`config.mk`:
```
export PLATFORM = sky130hd
export DESIGN_NAME = vga_draw_arbiter
export DESIGN_NICKNAME = d
export VERILOG_FILES = /design/src/rtl/pong_pkg.sv /design/src/rtl/rr_arbiter.sv /design/src/rtl/vga_draw_arbiter.sv
export SDC_FILE = /design/constraint.sdc
export NUM_CORES = 1
export LEC_CHECK = 0
export ABC_AREA = 0
export CORE_MARGIN = 4
export CORE_UTILIZATION = 51
export DETAILED_ROUTE_END_ITERATION = 10
export MAX_ROUTING_LAYER = met4
export PLACE_DENSITY_LB_ADDON = 0.15
export SYNTH_ARGS = -nofsm -noshare
export SYNTH_HDL_FRONTEND = slang
export SYNTH_SLANG_ARGS = --single-unit
```
`constraint.sdc`:
```
create_clock -name clk -period 8.28 [get_ports clk]
set_clock_uncertainty 0.1 [all_clocks]
set_input_delay 2.484 -clock clk [delete_from_list [all_inputs] [get_ports clk]]
set_output_delay 2.484 -clock clk [all_outputs]
set_load 0.01 [all_outputs]
```
`src/rtl/pong_pkg.sv`:
```
// Shared constants for the pong VGA datapath.
// Screen geometry, colour codes and draw-engine state encoding.
package pong_pkg;

   localparam int SCREEN_W = 160;
   localparam int SCREEN_H = 120;
   localparam int X_W      = 8;
   localparam int Y_W      = 7;
   localparam int COLOUR_W = 3;

   localparam logic [COLOUR_W-1:0] BLACK   = 3'd0;
   localparam logic [COLOUR_W-1:0] BLUE    = 3'd1;
   localparam logic [COLOUR_W-1:0] GREEN   = 3'd2;
   localparam logic [COLOUR_W-1:0] CYAN    = 3'd3;
   localparam logic [COLOUR_W-1:0] RED     = 3'd4;
   localparam logic [COLOUR_W-1:0] MAGENTA = 3'd5;
   localparam logic [COLOUR_W-1:0] YELLOW  = 3'd6;
   localparam logic [COLOUR_W-1:0] WHITE   = 3'd7;

   typedef enum logic [1:0] {
      ST_IDLE = 2'd0,
      ST_DRAW = 2'd1,
      ST_DONE = 2'd2
   } draw_state_e;

endpackage

```
`src/rtl/rr_arbiter.sv`:
```
// Round-robin arbiter: first request at or after the pointer wins.
// Pointer moves past the winner only when the grant is taken.
module rr_arbiter #(
   parameter int N = 4
) (
   input  logic                 clk,
   input  logic                 rst,
   input  logic [N-1:0]         req_i,
   input  logic                 en_i,
   output logic [N-1:0]         gnt_o,
   output logic [$clog2(N)-1:0] gidx_o,
   output logic                 any_o
);

   localparam int PW = $clog2(N);

   logic [PW-1:0] ptr_q, ptr_d, idx;

   always_comb begin
      gnt_o  = '0;
      gidx_o = '0;
      any_o  = 1'b0;
      idx    = '0;
      for (int k = 0; k < N; k++) begin
         idx = PW'((int'(ptr_q) + k) % N);
         if (!any_o && req_i[idx]) begin
            any_o  = 1'b1;
            gidx_o = idx;
         end
      end
      if (any_o) gnt_o[gidx_o] = 1'b1;
   end

   assign ptr_d = (gidx_o == PW'(N - 1)) ? '0 : gidx_o + 1'b1;

   always_ff @(posedge clk or negedge rst) begin
      if (!rst) begin
         ptr_q <= '0;
      end else if (en_i && any_o) begin
         ptr_q <= ptr_d;
      end
   end

endmodule

```
`src/rtl/vga_draw_arbiter.sv`:
```
// Shares the VGA pixel-write port among rectangle-drawing requesters,
// scanning the granted rectangle one pixel per clock.
module vga_draw_arbiter #(
   parameter int N_REQ    = 4,
   parameter int X_W      = 8,
   parameter int Y_W      = 7,
   parameter int COLOUR_W = 3
) (
   input  logic                        clk,
   input  logic                        rst,
   input  logic [N_REQ-1:0]            req,
   input  logic [N_REQ*X_W-1:0]        rect_x,
   input  logic [N_REQ*Y_W-1:0]        rect_y,
   input  logic [N_REQ*X_W-1:0]        rect_w,
   input  logic [N_REQ*Y_W-1:0]        rect_h,
   input  logic [N_REQ*COLOUR_W-1:0]   rect_colour,
   output logic [N_REQ-1:0]            ack,
   output logic [N_REQ-1:0]            done,
   output logic                        busy,
   output logic [X_W-1:0]              x,
   output logic [Y_W-1:0]              y,
   output logic [COLOUR_W-1:0]         colour,
   output logic                        plot
);

   import pong_pkg::*;

   localparam int GW = $clog2(N_REQ);
   localparam logic [X_W:0] XLIM = (X_W+1)'(SCREEN_W);
   localparam logic [Y_W:0] YLIM = (Y_W+1)'(SCREEN_H);

   draw_state_e state_q, state_d;

   logic [X_W-1:0]      x0_q, x0_d, w_q, w_d, cx_q, cx_d;
   logic [Y_W-1:0]      y0_q, y0_d, h_q, h_d, cy_q, cy_d;
   logic [COLOUR_W-1:0] col_q, col_d;
   logic [GW-1:0]       gid_q, gid_d;

   logic [N_REQ-1:0]    ack_q, ack_d, done_q, done_d;
   logic                busy_q, busy_d, plot_q, plot_d;
   logic [X_W-1:0]      x_q, x_d;
   logic [Y_W-1:0]      y_q, y_d;
   logic [COLOUR_W-1:0] colour_q, colour_d;

   logic [N_REQ-1:0]    gnt;
   logic [GW-1:0]       gidx;
   logic                any, arb_en;

   logic [X_W-1:0]      in_x, in_w;
   logic [Y_W-1:0]      in_y, in_h;
   logic [COLOUR_W-1:0] in_c;

   logic                emit;
   logic [X_W-1:0]      bx, ox;
   logic [Y_W-1:0]      by, oy;
   logic [COLOUR_W-1:0] bc;
   logic [X_W:0]        sx;
   logic [Y_W:0]        sy;

   assign arb_en = (state_q == ST_IDLE);

   rr_arbiter #(
      .N(N_REQ)
   ) u_arb (
      .clk   (clk),
      .rst   (rst),
      .req_i (req),
      .en_i  (arb_en),
      .gnt_o (gnt),
      .gidx_o(gidx),
      .any_o (any)
   );

   assign in_x = rect_x[gidx*X_W +: X_W];
   assign in_y = rect_y[gidx*Y_W +: Y_W];
   assign in_w = rect_w[gidx*X_W +: X_W];
   assign in_h = rect_h[gidx*Y_W +: Y_W];
   assign in_c = rect_colour[gidx*COLOUR_W +: COLOUR_W];

   always_comb begin
      state_d  = state_q;
      x0_d     = x0_q;
      y0_d     = y0_q;
      w_d      = w_q;
      h_d      = h_q;
      col_d    = col_q;
      gid_d    = gid_q;
      cx_d     = cx_q;
      cy_d     = cy_q;
      ack_d    = '0;
      done_d   = '0;
      busy_d   = busy_q;
      plot_d   = 1'b0;
      x_d      = '0;
      y_d      = '0;
      colour_d = BLACK;
      emit     = 1'b0;
      bx       = x0_q;
      by       = y0_q;
      ox       = cx_q;
      oy       = cy_q;
      bc       = col_q;
      sx       = '0;
      sy       = '0;

      unique case (state_q)
         ST_IDLE: begin
            if (any) begin
               gid_d  = gidx;
               x0_d   = in_x;
               y0_d   = in_y;
               w_d    = in_w;
               h_d    = in_h;
               col_d  = in_c;
               ack_d  = gnt;
               busy_d = 1'b1;
               cx_d   = '0;
               cy_d   = '0;
               if (in_w == '0 || in_h == '0) begin
                  state_d = ST_DONE;
               end else begin
                  // First pixel leaves on the grant edge.
                  state_d = ST_DRAW;
                  emit    = 1'b1;
                  bx      = in_x;
                  by      = in_y;
                  ox      = '0;
                  oy      = '0;
                  bc      = in_c;
               end
            end
         end
         ST_DRAW: begin
            if (cx_q == w_q - 1'b1 && cy_q == h_q - 1'b1) begin
               state_d       = ST_DONE;
               done_d[gid_q] = 1'b1;
            end else begin
               if (cx_q == w_q - 1'b1) begin
                  cx_d = '0;
                  cy_d = cy_q + 1'b1;
               end else begin
                  cx_d = cx_q + 1'b1;
               end
               emit = 1'b1;
               ox   = cx_d;
               oy   = cy_d;
            end
         end
         ST_DONE: begin
            // Empty rectangles arrive here before done has pulsed.
            if (done_q == '0) begin
               done_d[gid_q] = 1'b1;
            end else begin
               state_d = ST_IDLE;
               busy_d  = 1'b0;
            end
         end
         default: begin
            state_d = ST_IDLE;
            busy_d  = 1'b0;
         end
      endcase

      sx = {1'b0, bx} + {1'b0, ox};
      sy = {1'b0, by} + {1'b0, oy};
      if (emit) begin
         plot_d   = (sx < XLIM) && (sy < YLIM);
         x_d      = sx[X_W-1:0];
         y_d      = sy[Y_W-1:0];
         colour_d = bc;
      end
   end

   always_ff @(posedge clk or negedge rst) begin
      if (!rst) begin
         state_q  <= ST_IDLE;
         x0_q     <= '0;
         y0_q     <= '0;
         w_q      <= '0;
         h_q      <= '0;
         col_q    <= '0;
         gid_q    <= '0;
         cx_q     <= '0;
         cy_q     <= '0;
         ack_q    <= '0;
         done_q   <= '0;
         busy_q   <= 1'b0;
         plot_q   <= 1'b0;
         x_q      <= '0;
         y_q      <= '0;
         colour_q <= '0;
      end else begin
         state_q  <= state_d;
         x0_q     <= x0_d;
         y0_q     <= y0_d;
         w_q      <= w_d;
         h_q      <= h_d;
         col_q    <= col_d;
         gid_q    <= gid_d;
         cx_q     <= cx_d;
         cy_q     <= cy_d;
         ack_q    <= ack_d;
         done_q   <= done_d;
         busy_q   <= busy_d;
         plot_q   <= plot_d;
         x_q      <= x_d;
         y_q      <= y_d;
         colour_q <= colour_d;
      end
   end

   assign ack    = ack_q;
   assign done   = done_q;
   assign busy   = busy_q;
   assign plot   = plot_q;
   assign x      = x_q;
   assign y      = y_q;
   assign colour = colour_q;

endmodule

```
* Yosys cells after proc, flatten, opt, wreduce, memory -nomap -nowiden
Index checks and enable logic that the tools add are counted.
** Storage, ports and cells
- Memory bits (read-only) :: 0
- Memory bits (writable) :: 0
- Output and inout port bits :: 28
- Register bits after elaboration :: 82
- Memories :: 0
- Input port bits :: 138
- Logic and storage cells :: 139
- Latch bits :: 0
** Operators by class
- Bitwise logic cells :: 1
- Add/sub/neg operators :: 10
- Eq/ne operators :: 8
- Multipliers :: 2
- Reduce and logical (&&, ||, !) cells :: 21
- Shifts and indexed selects :: 5
- Mux-type cells :: 65
- Div/mod/pow operators :: 0
- $lt $le $gt $ge :: 10
** Operators with widths (number)
- $mux 8 :: 9
- $shiftx 32x6->8 :: 2
- $mux 7 :: 9
- $shiftx 28x6->7 :: 2
- $pmux 8 s2 :: 2
- $pmux 7 s2 :: 2
- $lt 2x3->1 const B :: 6
- $mux 2 :: 9
- $mux 1 :: 16
- $mux 4 :: 4
- $mux 3 :: 4
- $shiftx 12x5->3 :: 1
- $add 8x8->9 :: 1
- $lt 9x8->1 const B :: 1
- $add 7x7->8 :: 1
- $add 8x1->8 const B :: 1
- $bmux 1 s2 :: 4
- $eq 8x8->1 :: 1
- $logic_and 1x1->1 :: 8
- $logic_not 8->1 :: 1
- $lt 8x7->1 const B :: 1
- $pmux 4 s2 :: 1
- $sub 8x1->8 const B :: 1
- $add 7x1->7 const B :: 1
- 23 further kinds :: 34

* Depth between registers and ports, before layout
Gate-level depths: netlist (run 1).
- Depth after elaboration :: 23
- Gate-level depth with buffers :: 23
- Depth with buffers taken out :: 21

* Modules after synthesis
A second synthesis (run 1) with hierarchy kept.
** Second synthesis, totals
- Cells, all modules :: 545
- Area total of the unflattened synthesis :: 5958.2 µm²
** Modules (own cells, without submodules)
- vga_draw_arbiter :: area an instance 5695.5 µm², seq. area each 2001.9 µm², cells an instance 515, instances 1
- rr_arbiter :: area an instance 262.8 µm², seq. area each 50.0 µm², cells an instance 30, instances 1

* Worst setup path before layout (run 1)
Ideal clock, no wire load.
- Path kind :: input-to-reg
- Start :: input port req[2]
- End :: register plot_q, in the netlist plot
- Slack :: 1.815 ns
- Arrival :: 6.258 ns
- Buffers on the path :: 3
- Required time :: 8.073 ns
- Stages :: 21
- Setup time :: 0.107 ns
- Path through :: nor2b_1 a21o_1 a21oi_1 nor2b_1 buf_6 buf_6 mux2_2 nand4_1 o22ai_1 buf_2 o21ai_2 o21ai_0 ha_1 fa_1 a21o_1 a21oi_1 o21bai_1 a21oi_1 xor2_1 a21oi_1 a2111oi_4
** On the way
- Longest elaborated chain between the ends :: 23
- Elaborated cells between the ends (all ways) :: 51
- Classes of those cells :: 2 x add/sub; 1 x mul; 2 x order compare; 4 x shift; 32 x mux; 10 x reduce/logical
** Ends and longest elaborated chain
- start, declared :: line vga_draw_arbiter.sv:11 : input logic [N_REQ-1:0] req,
- $bmux 1 s2 :: line rr_arbiter.sv:26 : if (!any_o && req_i[idx]) begin
- $mux 1 (not written as such) :: line rr_arbiter.sv:26
- $mux 1 :: line rr_arbiter.sv:26
- $logic_not 1->1 :: line rr_arbiter.sv:26
- $logic_and 1x1->1 :: line rr_arbiter.sv:26
- $mux 1 :: line rr_arbiter.sv:26
- $logic_not 1->1 :: line rr_arbiter.sv:26
- $logic_and 1x1->1 :: line rr_arbiter.sv:26
- [... 8 more ...]
- $mux 8 or $mux 7 (tied branches) :: line vga_draw_arbiter.sv:119 : if (in_w == '0 || in_h == '0) begin
- $mux 8 or $mux 7 (tied branches) :: line vga_draw_arbiter.sv:108 : if (any) begin
- $pmux 8 s2, or another cell as far along :: line vga_draw_arbiter.sv:106 : unique case (state_q)
- $add 8x8->9 or $add 7x7->8 (tied branches) :: line vga_draw_arbiter.sv:164, vga_draw_arbiter.sv:165
- $lt 9x8->1 or $lt 8x7->1 (tied branches) :: line vga_draw_arbiter.sv:167 : plot_d = (sx < XLIM) && (sy < YLIM);
- $logic_and 1x1->1 :: line vga_draw_arbiter.sv:167
- $mux 1 * :: line vga_draw_arbiter.sv:166 : if (emit) begin
- named net plot_d :: line vga_draw_arbiter.sv:40 : logic busy_q, busy_d, plot_q, plot_d;
- end signal, assigned :: line vga_draw_arbiter.sv:205 : plot_q <= plot_d;
- end, declared :: line vga_draw_arbiter.sv:40
Mark *: on every way through the listed nets, which the timed path passes. The rest lies on a longest branch. The select of a mux whose other input is x is not followed.
A chain may end at the register's enable or synchronous reset.

* Worst setup path in the final report (run 1)
- Start :: input port req[1]
- End :: register plot_q, in the netlist plot
The elaborated chain is that of the path after synthesis.

==> metrics.md, run 1 <==
| Metric | Value |
|---|---|
| Outcome | `completed` |
| Dpl hpwl | `13.0 mm` |
| Final setup vio count | `0` |
| Post-synthesis compound-gate area fraction | `0.212` |
| Die Span X | `117 um` |
| Hold WS | `378 ps` |
| Port Buffer Count | `165` |
| Vias in the first global route | `5897` |
| Cell Area, Synth | `6050 um2` |
| Worst Hold Depth | `2` |
| Slew @ Worst Pin | `1120 ps` |
| Simple-Gate Fraction of Synth Area | `0.195` |
| Average cell area after synthesis | `8.16 um2` |
| DRT antenna net count | `0` |
| Hold Crit Class | `flop to flop` |
| CP endpoint kind | `flop` |
| GRT Util Overall | `0.258` |
| Xor/xnor cell area share of the yosys netlist | `0.0531` |
| Area Overhead vs Synth | `32.5%` |
| Arr. time, crit path | `7720 ps` |
| Clock root cell | `clkbuf_16` |
| Largest net degree at the start of global routing | `83` |
| Vias post-DR | `5821` |
| Headroom to the max-slew limit | `0.248` |
| Util after Layout | `0.697` |
| Number of buffers created by CTS | `9` |
| Pre-CTS setup slack | `372 ps` |
| Most common cell after layout, fill and taps aside | `clkdlybuf4s50_1` |
| Placed Cells | `1010` |
| GRT overflow | `0` |
| Die Y | `117 um` |
| CP Data Required Time | `8420 ps` |
| Unrepaired setup endpoints after global routing | `false` |
| Clk sink count | `82` |
| Hold-fix buffers at CTS | `0` |
| Setup CP Type | `input port to flop` |
| Adder-cell share of the synthesized area | `0.0603` |
| Total power | `2.60 mW` |
| Crit path time final | `7580 ps` |
| Gpl congestion | `0.872` |
| Startpoint types | `input port` |
| Final WL | `16.8 mm` |
| Maxcap violations | `0` |
| Wire length per cell | `16.4 um` |
| Critical R2R Launch | `u_arb.ptr_q[0]` |
| Antenna violations before repair | `0` |
| Reg2Reg Capture Point | `plot` |
| IO Pins | `166` |
| Initial Util | `0.526` |
| Final Cell Area | `8020 um2` |
| Rows | `39` |
| Post-CTS Setup Repair Bufs | `0` |
| Highest fanout seen on the critical path | `31` |
| Cts repair resizes | `0` |
| Fmax | `0.132 GHz` |
| Largest family of logic cells by synthesized area | `compound AO/OA/AOI/OAI gates` |
| Post-DP Area | `7690 um2` |
| Mux share of post-synthesis cell area | `0.0794` |
| Setup TNS after final layout | `0 ps` |
| Leak | `3.52 nW` |
| Flops & latches, synth | `82` |
| Cells on worst reg2reg path | `20` |
| Yosys warnings | `0` |
| First-pass DRT Iterations | `5` |
| Slew Viols, Final | `0` |
| Min-delay src | `x0_q[3]` |
| Post-synth EDFFs | `0` |
| R2r setup slk | `2910 ps` |
| Layout Nets | `1044` |
| DR iter-0 viols | `491` |
| Maximum buffer depth of the clock tree | `2` |
| Ys async rst share | `1.00` |
| Syn Inst Count | `742` |
| CTS tree | `done` |
| First-pass GRT wire length | `27.5 mm` |
| Synth cell types | `63` |
| Worst Hold End | `x0_q[3]` |
| Sequential fraction of the synthesis area | `0.339` |
| Post-route setup slack | `703 ps` |
| Hold Vio Cnt, Final | `0` |
| Syn_nets | `908` |
| DR vias/cell | `5.67` |
| Die ar. | `13700 um2` |
| Power per cell area | `324 nW/um2` |
| Most frequent cells in the layout | `164 x clkdlybuf4s50_1, 148 x nand2_1, 116 x o21ai_0` |
| Final Non-Filler Cells | `1026` |
| Max VDD drop | `0.292 mV` |
| Fillers | `892` |
| Max H-tree Level | `3` |
| Core ar. | `11500 um2` |
| # diodes | `0` |
| Clock slew at reported path FFs | `60 ps` |
| Final worst path period share | `0.915` |
| Share of cells above drive strength 1 | `0.0747` |
| Worst-Skew Late Latency | `350 ps` |
| DRC | `0` |
| Synth Flop Type | `dfrtp_1` |
| Critical Path Start | `req[1]` |
==> synthesized netlist by cell type (4+ instances only) <==
master	n	area, um2
xnor2_1	23	201
and3_1	7	43.8
nor3_1	12	60.1
xor2_1	10	87.6
mux2_2	16	180
o21ai_1	6	30.0
buf_6	8	90.1
nand2_1	149	559
mux2i_1	30	300
buf_1	4	15.0
buf_2	8	40.0
dfrtp_1	82	2050
a21o_1	7	52.6
nand4_1	6	37.5
nor2_1	26	97.6
clkbuf_1	24	90.1
inv_1	28	105
nand3_1	33	165
ha_1	26	325
a21oi_1	36	180
nor2b_1	5	31.3
a21boi_0	8	60.1
a31o_2	6	52.6
o22ai_1	5	31.3
o21ai_0	116	581
==> report_power, final <==
part	switching (mW)	total (mW)	leakage, nW	internal (mW)
Combinational	0.869	1.49	2.31	0.620
Clock	0.167	0.440	0.159	0.273
Sequential	0.113	0.671	1.05	0.557
==> per-layer routing <==
| metal | share of wire | global-route usage | up-vias |
|---|---|---|---|
| li1 | - | - | 2864 |
| met1 | 0.43 | 0.328 | 2743 |
| met2 | 0.50 | 0.430 | 189 |
| met3 | 0.054 | 0.0468 | 25 |
| met4 | 0.012 | 0.0635 | 0 |
| met5 | 0 | - | - |
==> how the worst max path moves through the flow <==
stage               slack [ps]  endpoint  cells past startpoint
floorplan                 1810      plot                     21
global placement           710      plot                     21
detailed placement         370      plot                     21
CTS                        710      plot                     21
global route               240      plot                     21
finish                     700      plot                     21
==> final cells by class <==
| type | instances | area (um2) | area share |
|---|---|---|---|
| Sequential cell | 82 | 2050 | 0.256 |
| Timing Repair Buffer | 173 | 1710 | 0.213 |
| Clock inverter | 6 | 90.1 | 0.0112 |
| Multi-Input combinational cell | 583 | 3640 | 0.454 |
| Tap cell | 143 | 179 | 0.0223 |
| Clock buffer | 10 | 239 | 0.0298 |
| Inverter | 29 | 109 | 0.0136 |
==> cell families after synthesis <==
group                    count (synthesis)
AND/OR/NAND/NOR                        259
AO/OA/AOI/OAI                          215
flip-flops                              82
buffers and inverters                   77
multiplexers                            46
XOR/XNOR                                35
adder cells (fa/ha/maj)                 28
==> worst max-delay path, cell delays in order <==
cell,delay (ps)
clkdlybuf4s50_1,460
nand2b_1,200
a21oi_1,120
o32a_2,770
mux2i_1,280
mux2_2,190
nand4_1,130
o22ai_1,300
buf_4,290
o21ai_2,160
o21ai_0,450
ha_1,340
a21o_1,180
a21o_1,200
a21oi_1,160
nor2_1,60
nor2_1,150
o21ai_0,150
xnor2_1,190
a21oi_1,100
a2111oi_4,320
==> flip-flops by register name, summed over array words and instances (netlist names) <==
signal	count
y0_q	7
cy_q	7
w_q	8
plot	1
x0_q	8
cx_q	8
col_q	3
state_q	2
u_arb.ptr_q	2
y	7
colour	3
x	8
gid_q	2
busy	1
h_q	7
ack	4
done	4
Power figures use the tool's default switching activity.
==> run 2, diff against run 1 <==
- TNS_END_PERCENT: not set -> 1
==> results of run 2 <==
The final DEF is identical to that of run 1; final timing and power are the same.
==> run 3, diff against run 2 <==
- GPL_ROUTABILITY_DRIVEN: not set -> 1
- MAX_ROUTING_LAYER: met4 -> not set
==> run 3 against run 2 <==
Compared with the run above:
- cell area about the same
- die area did not move
- non-clock buffer count shrank 1
- hold slack improved by 5.5 ps
- global-route usage decreased by 1.0 points
- utilization is 0.065 points lower
- clock power is essentially flat
- highest routed layer unchanged
- combinational power is essentially flat
- critical path depth shrank 1
- sequential power hardly changed
- largest power group unchanged
- register-to-register slack gained 60 ps
==> metrics.md, run 3 (same netlist as run 1, synthesis figures left out) <==
| Metric | Value |
|---|---|
| M1 WL | `7.11 mm (was 7.29 mm)` |
| Largest net degree at the start of global routing | `83 (unchanged)` |
| Headroom to the max-slew limit | `0.281 (was 0.248)` |
| DR iter-0 viols | `456 (was 491)` |
| Most common cell after layout, fill and taps aside | `clkdlybuf4s50_1 (unchanged)` |
| Vias in the first global route | `5800 (was 5897)` |
| Worst Hold Depth | `2 (unchanged)` |
| First-pass GRT wire length | `26.9 mm (was 27.5 mm)` |
| Placed Cells | `1009 (was 1010)` |
| Max incr delay on CP | `790 ps (was 770 ps)` |
| # diodes | `0 (unchanged)` |
| CP Data Required Time | `8420 ps (about the same)` |
| Wire length per cell | `16.4 um (about the same)` |
| Worst path slowest cell | `o32a_2 (unchanged)` |
| Crit-path most repeated cell | `a21oi_1 (unchanged)` |
| GRT Util Overall | `0.248 (was 0.258)` |
| Min-delay src | `y0_q[6] (was x0_q[3])` |
| Share of cells above drive strength 1 | `0.0737 (was 0.0747)` |
| Layout Nets | `1043 (was 1044)` |
| Core ar. | `11500 um2 (unchanged)` |
| Gpl congestion | `0.920 (was 0.872)` |
| Crit path time final | `7580 ps (about the same)` |
| Die Y | `117 um (unchanged)` |
| Area Overhead vs Synth | `32.4% (was 32.5%)` |
| Top Metal Used | `met4 (unchanged)` |
| DR vias/cell | `5.75 (was 5.67)` |
| Maximum buffer depth of the clock tree | `2 (unchanged)` |
| Vias post-DR | `5890 (was 5821)` |
| Worst Hold End | `y0_q[6] (was x0_q[3])` |
| Unrepaired setup endpoints after global routing | `false (unchanged)` |
| Dpl hpwl | `12.9 mm (was 13.0 mm)` |
| Most frequent cells in the layout | `164 x clkdlybuf4s50_1, 148 x nand2_1, 116 x o21ai_0 (unchanged)` |
| Die Span X | `117 um (unchanged)` |
| Cts repair resizes | `0 (unchanged)` |
| Critical R2R Launch | `u_arb.ptr_q[0] (unchanged)` |
| DRC | `0 (unchanged)` |
| GRT overflow | `0 (unchanged)` |
| Hold-fix buffers at CTS | `0 (unchanged)` |
| Fmax | `0.132 GHz (about the same)` |
| Slew Viols, Final | `0 (unchanged)` |
| Worst-Skew Late Latency | `350 ps (about the same)` |
| R2r setup slk | `2970 ps (was 2910 ps)` |
| Routed wire length on met3 | `963 um (was 911 um)` |
| CP endpoint kind | `flop (unchanged)` |
| IO Pins | `166 (unchanged)` |
| Max VDD drop | `0.205 mV (was 0.292 mV)` |
| Clk sink count | `82 (unchanged)` |
| DRT antenna net count | `0 (unchanged)` |
| Highest fanout seen on the critical path | `31 (unchanged)` |
| Port Buffer Count | `165 (unchanged)` |
| Initial Util | `0.526 (unchanged)` |
| Clock root cell | `clkbuf_16 (unchanged)` |
| Number of buffers created by CTS | `9 (unchanged)` |
| Critical Path Start | `req[1] (unchanged)` |
| Reg2Reg Capture Point | `plot (unchanged)` |
| Slew @ Worst Pin | `1070 ps (was 1120 ps)` |
| Leak | `3.52 nW (about the same)` |
| Final WL | `16.8 mm (about the same)` |
| Cells on worst reg2reg path | `19 (was 20)` |
| Sequence of cells on the critical path | `clkdlybuf4s50_1, nand2b_1, a21oi_1, o32a_2, mux2i_1, mux2_2, nand4_1, o22ai_1, buf_4, o21ai_2, o21ai_0, ha_1, fa_1, a21o_1, a21oi_1, o21bai_1, a21oi_1, xor2_1, a21oi_1, a2111oi_4 (was clkdlybuf4s50_1, nand2b_1, a21oi_1, o32a_2, mux2i_1, mux2_2, nand4_1, o22ai_1, buf_4, o21ai_2, o21ai_0, ha_1, a21o_1, a21o_1, a21oi_1, nor2_1, nor2_1, o21ai_0, xnor2_1, a21oi_1, a2111oi_4)` |
| Util after Layout | `0.696 (was 0.697)` |
| Power per cell area | `323 nW/um2 (was 324 nW/um2)` |
| Final Non-Filler Cells | `1025 (was 1026)` |
| Final setup vio count | `0 (unchanged)` |
| Setup CP Type | `input port to flop (unchanged)` |
| CTS tree | `done (unchanged)` |
| Post-CTS Setup Repair Bufs | `0 (unchanged)` |
| Arr. time, crit path | `7720 ps (about the same)` |
| Hold Crit Class | `flop to flop (unchanged)` |
| Die ar. | `13700 um2 (unchanged)` |
| First-pass DRT Iterations | `5 (unchanged)` |
| Wire length on met2 | `8.28 mm (was 8.40 mm)` |
| Maxcap violations | `0 (unchanged)` |
| Rows | `39 (unchanged)` |
| Antenna violations before repair | `0 (unchanged)` |
| Startpoint types | `input port (unchanged)` |
| Setup TNS after final layout | `0 ps (unchanged)` |
| Max H-tree Level | `3 (unchanged)` |
| Hold Vio Cnt, Final | `0 (unchanged)` |
| Final worst path period share | `0.915 (about the same)` |
| Outcome | `completed (unchanged)` |
| Clock slew at reported path FFs | `60 ps (about the same)` |
==> run 3: changes by cell type in the layout (fill, tap and decap cells not counted) <==
cell,change
buf_4,-1
==> run 3: layout make-up <==
class | count | area [um2]
clock buffer | 10 | 239
inverter | 29 | 109
clock inverter | 6 | 90.1
multi-input combinational | 583 | 3640
timing repair buffer | 172 | 1700
sequential | 82 | 2050
fill | 898 | 3500
tap | 143 | 179
==> run 3: how the worst max path moves through the flow <==
stage / endpoint / slack, ps / depth (start not counted)
floorplan: plot / 1810 / 21
global placement: plot / 660 / 21
detailed placement: plot / 430 / 20
CTS: plot / 730 / 20
global route: plot / 420 / 19
finish: plot / 700 / 20
==> run 3: worst max-delay path: cells and delay by family <==
kind	cells	cell delay [ps]
AOI/OAI and AO/OA	11	2800
buffers and inverters	2	690
and+or+nand+nor	2	320
xor gates and xnor gates	1	250
adders and majority gates	2	670
muxes	2	480
==> run 3: report_power, final <==
| part | switching [mW] | internal [mW] |
|---|---|---|
| Combinational | 0.860 | 0.614 |
| Clock | 0.165 | 0.273 |
| Sequential | 0.116 | 0.558 |
==> run 3: per-layer routing <==
| layer | up-vias | track usage |
|---|---|---|
| li1 | 2851 | - |
| met1 | 2787 | 0.322 |
| met2 | 212 | 0.417 |
| met3 | 40 | 0.0555 |
| met4 | 0 | 0.0742 |
| met5 | - | 0 |
==> run 3: through the flow <==
| stage | cell area, um2 | setup slack, ps | hold WS, ps | power [mW] |
|---|---|---|---|---|
| floorplan | 6050 | 1810 | 344 | 1.72 |
| global placement | 7690 | 659 | 355 | 2.08 |
| detailed placement | 7690 | 432 | 365 | 2.13 |
| CTS | 8020 | 729 | 379 | 2.58 |
| global route | 8020 | 419 | 401 | 2.80 |
| finish | 8020 | 701 | 384 | 2.59 |
